<file path="src/rtl/iter_divider.sv">
// Radix-2 restoring divider: one quotient bit per cycle, returns {quotient, remainder}.
// Define DIV_EARLY_OUT_EN to finish in one cycle when |dividend| < |divisor|.
module iter_divider #(
  parameter int WIDTH  = 32,
  parameter int SIGNED = 1
) (
  input  logic               clk,
  input  logic               resetn,
  input  logic [WIDTH-1:0]   s_axis_divisor_tdata,
  input  logic               s_axis_divisor_tvalid,
  output logic               s_axis_divisor_tready,
  input  logic [WIDTH-1:0]   s_axis_dividend_tdata,
  input  logic               s_axis_dividend_tvalid,
  output logic               s_axis_dividend_tready,
  output logic [2*WIDTH-1:0] m_axis_dout_tdata,
  output logic               m_axis_dout_tvalid
);

  localparam int CW = (WIDTH > 1) ? $clog2(WIDTH) : 1;
  localparam logic [CW-1:0] LAST = CW'(WIDTH - 1);

  typedef enum logic [1:0] {IDLE, BUSY, DONE} state_t;

  state_t             r_state, w_state_nx;
  logic [CW-1:0]      r_cnt;
  logic [WIDTH:0]     r_rem;
  logic [WIDTH-1:0]   r_quo, r_dvs;
  logic               r_sn, r_sd, r_dz;
  logic [2*WIDTH-1:0] r_dout;

  logic               w_acc, w_early, w_last, w_ge;
  logic               w_dvd_neg, w_dvs_neg;
  logic [WIDTH-1:0]   w_dvd_mag, w_dvs_mag;
  logic [WIDTH+1:0]   w_sh, w_diff;
  logic [WIDTH:0]     w_rem_nx;
  logic [WIDTH-1:0]   w_quo_nx, w_q_fin, w_r_fin;

  assign w_acc     = (r_state == IDLE) && s_axis_divisor_tvalid && s_axis_dividend_tvalid;
  assign w_dvd_neg = (SIGNED != 0) && s_axis_dividend_tdata[WIDTH-1];
  assign w_dvs_neg = (SIGNED != 0) && s_axis_divisor_tdata[WIDTH-1];
  assign w_dvd_mag = w_dvd_neg ? -s_axis_dividend_tdata : s_axis_dividend_tdata;
  assign w_dvs_mag = w_dvs_neg ? -s_axis_divisor_tdata : s_axis_divisor_tdata;

`ifdef DIV_EARLY_OUT_EN
  assign w_early = (w_dvs_mag != '0) && (w_dvd_mag < w_dvs_mag);
`else
  assign w_early = 1'b0;
`endif

  // r_quo starts as |dividend| and shifts out MSB-first while quotient bits shift in.
  assign w_sh     = {r_rem, r_quo[WIDTH-1]};
  assign w_diff   = w_sh - {2'b00, r_dvs};
  assign w_ge     = ~w_diff[WIDTH+1];
  assign w_rem_nx = w_ge ? w_diff[WIDTH:0] : w_sh[WIDTH:0];
  assign w_quo_nx = {r_quo[WIDTH-2:0], w_ge};
  assign w_last   = (r_cnt == LAST);

  // Divide-by-zero leaves |dividend| in the remainder, so the sign fix restores the raw input.
  assign w_q_fin = r_dz ? '1 : ((r_sn ^ r_sd) ? -w_quo_nx : w_quo_nx);
  assign w_r_fin = r_sn ? -w_rem_nx[WIDTH-1:0] : w_rem_nx[WIDTH-1:0];

  always_ff @(posedge clk or negedge resetn) begin
    if (!resetn) r_state <= IDLE;
    else         r_state <= w_state_nx;
  end

  always_comb begin
    w_state_nx = r_state;
    case (r_state)
      IDLE:    if (w_acc) w_state_nx = w_early ? DONE : BUSY;
      BUSY:    if (w_last) w_state_nx = DONE;
      DONE:    w_state_nx = IDLE;
      default: w_state_nx = IDLE;
    endcase
  end

  always_comb begin
    s_axis_divisor_tready  = (r_state == IDLE);
    s_axis_dividend_tready = (r_state == IDLE);
    m_axis_dout_tvalid     = (r_state == DONE);
  end

  always_ff @(posedge clk or negedge resetn) begin
    if (!resetn) begin
      r_cnt  <= '0;
      r_rem  <= '0;
      r_quo  <= '0;
      r_dvs  <= '0;
      r_sn   <= 1'b0;
      r_sd   <= 1'b0;
      r_dz   <= 1'b0;
      r_dout <= '0;
    end else begin
      case (r_state)
        IDLE: if (w_acc) begin
          r_quo <= w_dvd_mag;
          r_dvs <= w_dvs_mag;
          r_rem <= '0;
          r_sn  <= w_dvd_neg;
          r_sd  <= w_dvs_neg;
          r_dz  <= (s_axis_divisor_tdata == '0);
          r_cnt <= '0;
          if (w_early) r_dout <= {{WIDTH{1'b0}}, s_axis_dividend_tdata};
        end
        BUSY: begin
          r_quo <= w_quo_nx;
          r_rem <= w_rem_nx;
          r_cnt <= w_last ? '0 : r_cnt + 1'b1;
          if (w_last) r_dout <= {w_q_fin, w_r_fin};
        end
        default: ;
      endcase
    end
  end

  assign m_axis_dout_tdata = r_dout;

endmodule

</file>
<file path="config.mk">
export PLATFORM = sky130hd
export DESIGN_NAME = iter_divider
export DESIGN_NICKNAME = d
export VERILOG_FILES = /design/src/rtl/iter_divider.sv
export SDC_FILE = /design/constraint.sdc
export NUM_CORES = 1
export LEC_CHECK = 0
export BUFFER_PORTS_ARGS = -buffer_cell sky130_fd_sc_hd__buf_2
export CORE_MARGIN = 5
export CORE_UTILIZATION = 55
export CTS_CLUSTER_DIAMETER = 200
export DETAILED_ROUTE_END_ITERATION = 8
export PLACE_DENSITY = 0.84
export REMOVE_ABC_BUFFERS = 1
export SYNTH_ARGS = -nofsm -noshare
export SYNTH_HDL_FRONTEND = slang
export SYNTH_SLANG_ARGS = --single-unit
export TNS_END_PERCENT = 100
</file>
<file path="constraint.sdc">
create_clock -name clk -period 9.66 [get_ports clk]
set_input_delay 0.483 -clock clk [delete_from_list [all_inputs] [get_ports clk]]
set_output_delay 0.483 -clock clk [all_outputs]
set_load 0.005 [all_outputs]
</file>
==> After elaboration in Yosys (flattened, before gate mapping) <==
Index checks and enable logic that the tools add are counted.
{ "classes": {"bitwise": 2, "eq_ne": 5, "reduce_logical": 9, "n_mux": 16, "add_sub_neg": 6} }
{ "op_table": {"columns": ["cell", "n"], "rows": [
  ["32-bit 2-to-1 mux", 6],
  ["32-bit negation", 4],
  ["33-bit 2-to-1 mux", 2],
  ["33-bit one-hot mux with 2 select lines", 1],
  ["32-bit one-hot mux with 2 select lines", 1],
  ["34-bit by 32-bit subtractor with 34-bit output", 1],
  ["32-bit logical NOT", 1],
  ["5-bit 2-to-1 mux", 2],
  ["5-bit one-hot mux with 2 select lines", 1],
  ["2-bit AND reduction", 4],
  ["5-bit by 1-bit adder with 5-bit output (second input constant)", 1],
  ["5-bit == test (second input constant)", 1],
  ["2-bit 2-to-1 mux", 2],
  ["2-bit one-hot mux with 2 select lines", 1],
  ["2-bit by 1-bit == test with 1-bit output (second input constant)", 1],
  ["2-bit == test (second input constant)", 1],
  ["1-bit logical AND", 2],
  ["2-bit logical NOT", 1],
  ["2-bit by 1-bit != test with 1-bit output (second input constant)", 1],
  ["2-bit != test (second input constant)", 1],
  ["2-bit nonzero test", 1],
  ["1-bit NOT", 1],
  ["1-bit XOR", 1]
]} }
{ "word_totals": {"regBits": 171} }

==> Longest topological paths before layout <==
{ "depth": {"word_depth": 5, "depth_mapped": 24, "ltp_nobuf": 20} }

==> Worst setup path after synthesis <==
No wires, ideal clock.
{ "synth_timing": {"path_kind": "register to register", "start": "reg r_rem[15]", "end": "reg r_dout[30], in the netlist m_axis_dout_tdata[30]", "arrival_ns": 4.911, "required_ns": 9.577, "stages_incl_launch_ff": 24, "path_buffers": 4, "path_slack_ns": 4.666, "path_cell_list": "dfrtp_1 -> ha_1 -> clkbuf_2 -> nand2_1 -> o31ai_1 -> nand4b_1 -> a31oi_1 -> o21a_4 -> nor2_8 -> inv_2 -> buf_6 -> clkbuf_1 -> clkbuf_1 -> nor2_1 -> a21oi_1 -> ha_1 -> inv_1 -> or3_1 -> or3_1 -> mux2_2 -> and4bb_2 -> a41oi_1 -> xor2_1 -> o21ai_0"} }
{ "synth_via": {"elab_chain_cells": 4} }
{ "synth_lines": {"columns": ["item", "line_no", "text"], "rows": [
  ["start, declared", "26", "logic [WIDTH:0] r_rem;"],
  ["start signal, assigned", "107", "r_rem <= w_rem_nx;"],
  ["34-bit by 32-bit subtractor with 34-bit output", "52", "assign w_diff = w_sh - {2'b00, r_dvs};"],
  ["33-bit 2-to-1 mux (*)", "54", "assign w_rem_nx = w_ge ? w_diff[WIDTH:0] : w_sh[WIDTH:0];"],
  ["32-bit negation", "60", "assign w_r_fin = r_sn ? -w_rem_nx[WIDTH-1:0] : w_rem_nx[WIDTH-1:0];"],
  ["32-bit 2-to-1 mux (*)", "60", null],
  ["end signal, assigned", "103", "if (w_early) r_dout <= {{WIDTH{1'b0}}, s_axis_dividend_tdata};"],
  ["end signal, assigned", "109", "if (w_last) r_dout <= {w_q_fin, w_r_fin};"],
  ["end, declared", "29", "logic [2*WIDTH-1:0] r_dout;"]
]} }
Every way passes the cells marked *; elsewhere a longest branch is shown, timed or not.
A chain may end at the register's enable or synchronous reset.

==> Final worst setup path <==
{ "layout_timing": {"start": "reg r_rem[17]", "end": "reg r_dout[30], in the netlist m_axis_dout_tdata[30]"} }
Same word-level chain as after synthesis.

==> results.md <==
* I/O pin cnt at 135
* Yosys warnings at 0
* Port bufs at 134
* Number of remaining DRC errors at 0
* Max Freq at 181.3 MHz
* Status: finished, final reports clean
* Antenna cells at 0
* Post-synth EDFFs at 0
* Clk_skew at 0.01568 ns
* Flops & latches, synth at 171
* CTS clk-pin slew, worst paths at 0.07 ns
* Hold Buf Count CTS at 0
* Fin Setup TNS at 0 ns
* CP max FO at 43
* CTS Sinks at 171
* Avg Synthesized Cell Area at 8.427 um^2
* Insertion delay to the later sink of the worst-skew pair at 0.45 ns
* Most frequent cell after synthesis: o21ai_0
* Fin crit share at 57.11%
* CTS Root Cell: clkbuf_16
* Core region area at 21020 um^2
* Max clock buf depth at 2
* Worst slack at placement at between 4 and 5 ns
* TritonCTS clock tree: built
* Dominant cells by area after synthesis: dfrtp_1, o21ai_0, xor2_1
* Worst-margin pin slew at 1.172 ns
* Vias in the first global route at 10400
* Die Width at 156.3 um
* Max H-tree Level at 4
* CP endpoint kind: flip-flop
* # resized after CTS at 0
* Layout cells sized above 1 at 14.33%
* Fin. Hold Viols at 0
* Grt ovf at 0
* Vias at 10900
* RSZ-0062 raised after global routing: no
* Final wirelength at about 33000 um
* Routed len/inst at 18.42 um
* Ys async rst share at 100.0%
* Total CTS buffers at 17
* Predominant post-synthesis flop cell: dfrtp_1
* Mapped Cells at 1396
* Commonest cells post-synth: o21ai_0, dfrtp_1, nand2_1
* Final #Nets at 1587
* Syn Std Cell Area at 11760 um^2
* Routability-driven placement congestion ratio at a little over 0.9
* Pins Over Slew Limit at 0
* Post-CTS Repair Setup Buffers at 0
* Starting Density at 55.96%
* Setup violators final at 0
* Row count at 53
* CP Launch Type: flip-flop
* Worst R2R Path Depth at 18
* PnR worst setup slack at 4.143 ns
* Top-area cell type share of the netlist area at 36.38%
* Initial antenna violation count at 1
* First-pass GRT wire length at 53120 um
* Pin count of the biggest net entering global routing at 101
* Worst EP required at 10.02 ns
* Tmin final at 5.517 ns
* Drt pass-1 iters at 7
* Tightest Hold Check Type: input pin to asynchronous set/reset pin
* Die area at 24410 um^2
* Crit Path Class: flip-flop to flip-flop
* DR iter-0 viols at 935
* Post-route antenna net violation count at 0
* P&R area growth vs syn at 11.51%
* Die H at between 150 and 200 um
* Post-DP HPWL at 23790 um
* Crit path arrival time at 5.88 ns
* Synth area leader: dfrtp_1
* GRT Total Usage at a little over a quarter
* Max-Cap Viols at 0
* Max_slew headroom at 21.77%
* Sequential area share after synthesis at 36.38%
* Count of cell types in the netlist at 84
* Via density at between 6 and 7
-- critical path: stages (launching register included) --
cell and delay (ns):
dfrtp_1 0.43, ha_1 0.39, a211oi_1 0.37, o21ai_1 0.17
a311oi_2 0.27, o21ai_2 0.16, o21a_4 0.28, nor2_8 0.56
inv_2 0.13, mux2i_1 0.27, ha_1 0.35, inv_1 0.09
or3_1 0.39, or3_1 0.32, mux2_2 0.33, and4bb_2 0.40
a41oi_1 0.15, xor2_1 0.18, o21ai_0 0.16
-- cells in the final DEF (no fill, tap or decap), types with 26 or more instances in the layout --
| cell type | instances |
|---|---|
| o21ai_0 | 193 |
| dfrtp_1 | 171 |
| nand2_1 | 157 |
| buf_2 | 133 |
| xor2_1 | 96 |
| nor2_1 | 89 |
| a21oi_1 | 83 |
| inv_1 | 52 |
| xnor2_1 | 47 |
| nand3_1 | 45 |
| ha_1 | 38 |
| a22oi_1 | 30 |
| o31ai_1 | 26 |
-- state kept, by name (all words and copies together) (netlist names) --
signal,flops
m_axis_dout_tdata,64
r_sn,1
r_cnt,5
r_state,2
r_dvs,32
r_rem,33
r_dz,1
r_sd,1
r_quo,32
-- per-layer routing --
metal	vias to the layer above	GRT usage (%)	routed length [um]	share of wire [%]
met1	5151	36.37	13790	42
met2	454	43.50	15530	48
met5	-	0	13	0.040
met3	75	4.591	2307	7.1
li1	5216	-	-	-
met4	2	9.256	932	2.9
-- path summary, 6_finish.rpt --
check / end / startpoint / slack (ns)
hold reg to reg: m_axis_dout_tdata[18] / m_axis_dout_tdata[18] / 0.47
hold / removal: m_axis_dout_tdata[7] / resetn / 0.13
setup reg to reg: m_axis_dout_tdata[30] / r_rem[17] / 4.14
min in group clk: r_quo[21] / s_axis_dividend_tdata[21] / 0.34
setup / recovery: m_axis_dout_tdata[30] / r_rem[17] / 4.14
max in group asynchronous: m_axis_dout_tdata[41] / resetn / 8.00
-- area by class of cell --
type | instances | area, um^2
clock buffers | 17 | 425.4
clock inverters | 15 | 146.4
repair buffers | 142 | 737.0
inverters | 54 | 202.7
well taps | 275 | 344.1
fillers | 1802 | 7904
multi-input cells | 1094 | 6983
flip-flops and latches | 171 | 4279
-- cells by family (layout without fill, tap and decap cells) --
group,count (synthesis),in the layout,synth area share (%)
buffers and inverters,131,228,4.478
XOR/XNOR,143,143,10.65
AO/OA/AOI/OAI,464,464,24.68
adder cells (fa/ha/maj),39,39,4.212
flip-flops,171,171,36.38
AND/OR/NAND/NOR,431,431,18.12
multiplexers,17,17,1.489
-- through the flow --
| step | hold slack, ns | area [um^2] | cells | utilization (%) |
|---|---|---|---|---|
| floorplan | 0.1874 | 11440 | 1319 | - |
| global placement | 0.4568 | 12550 | 1736 | 59.68 |
| detailed placement | 0.4653 | 12550 | 1736 | 59.68 |
| CTS | 0.1878 | 13120 | 1768 | 62.40 |
| global route | 0.2270 | 13120 | 1768 | 62.40 |
| finish | 0.1269 | 13120 | 1768 | 62.40 |
Power is not shown: default switching activity piles up to over one toggle a cycle in this logic, so the estimate is an artifact.
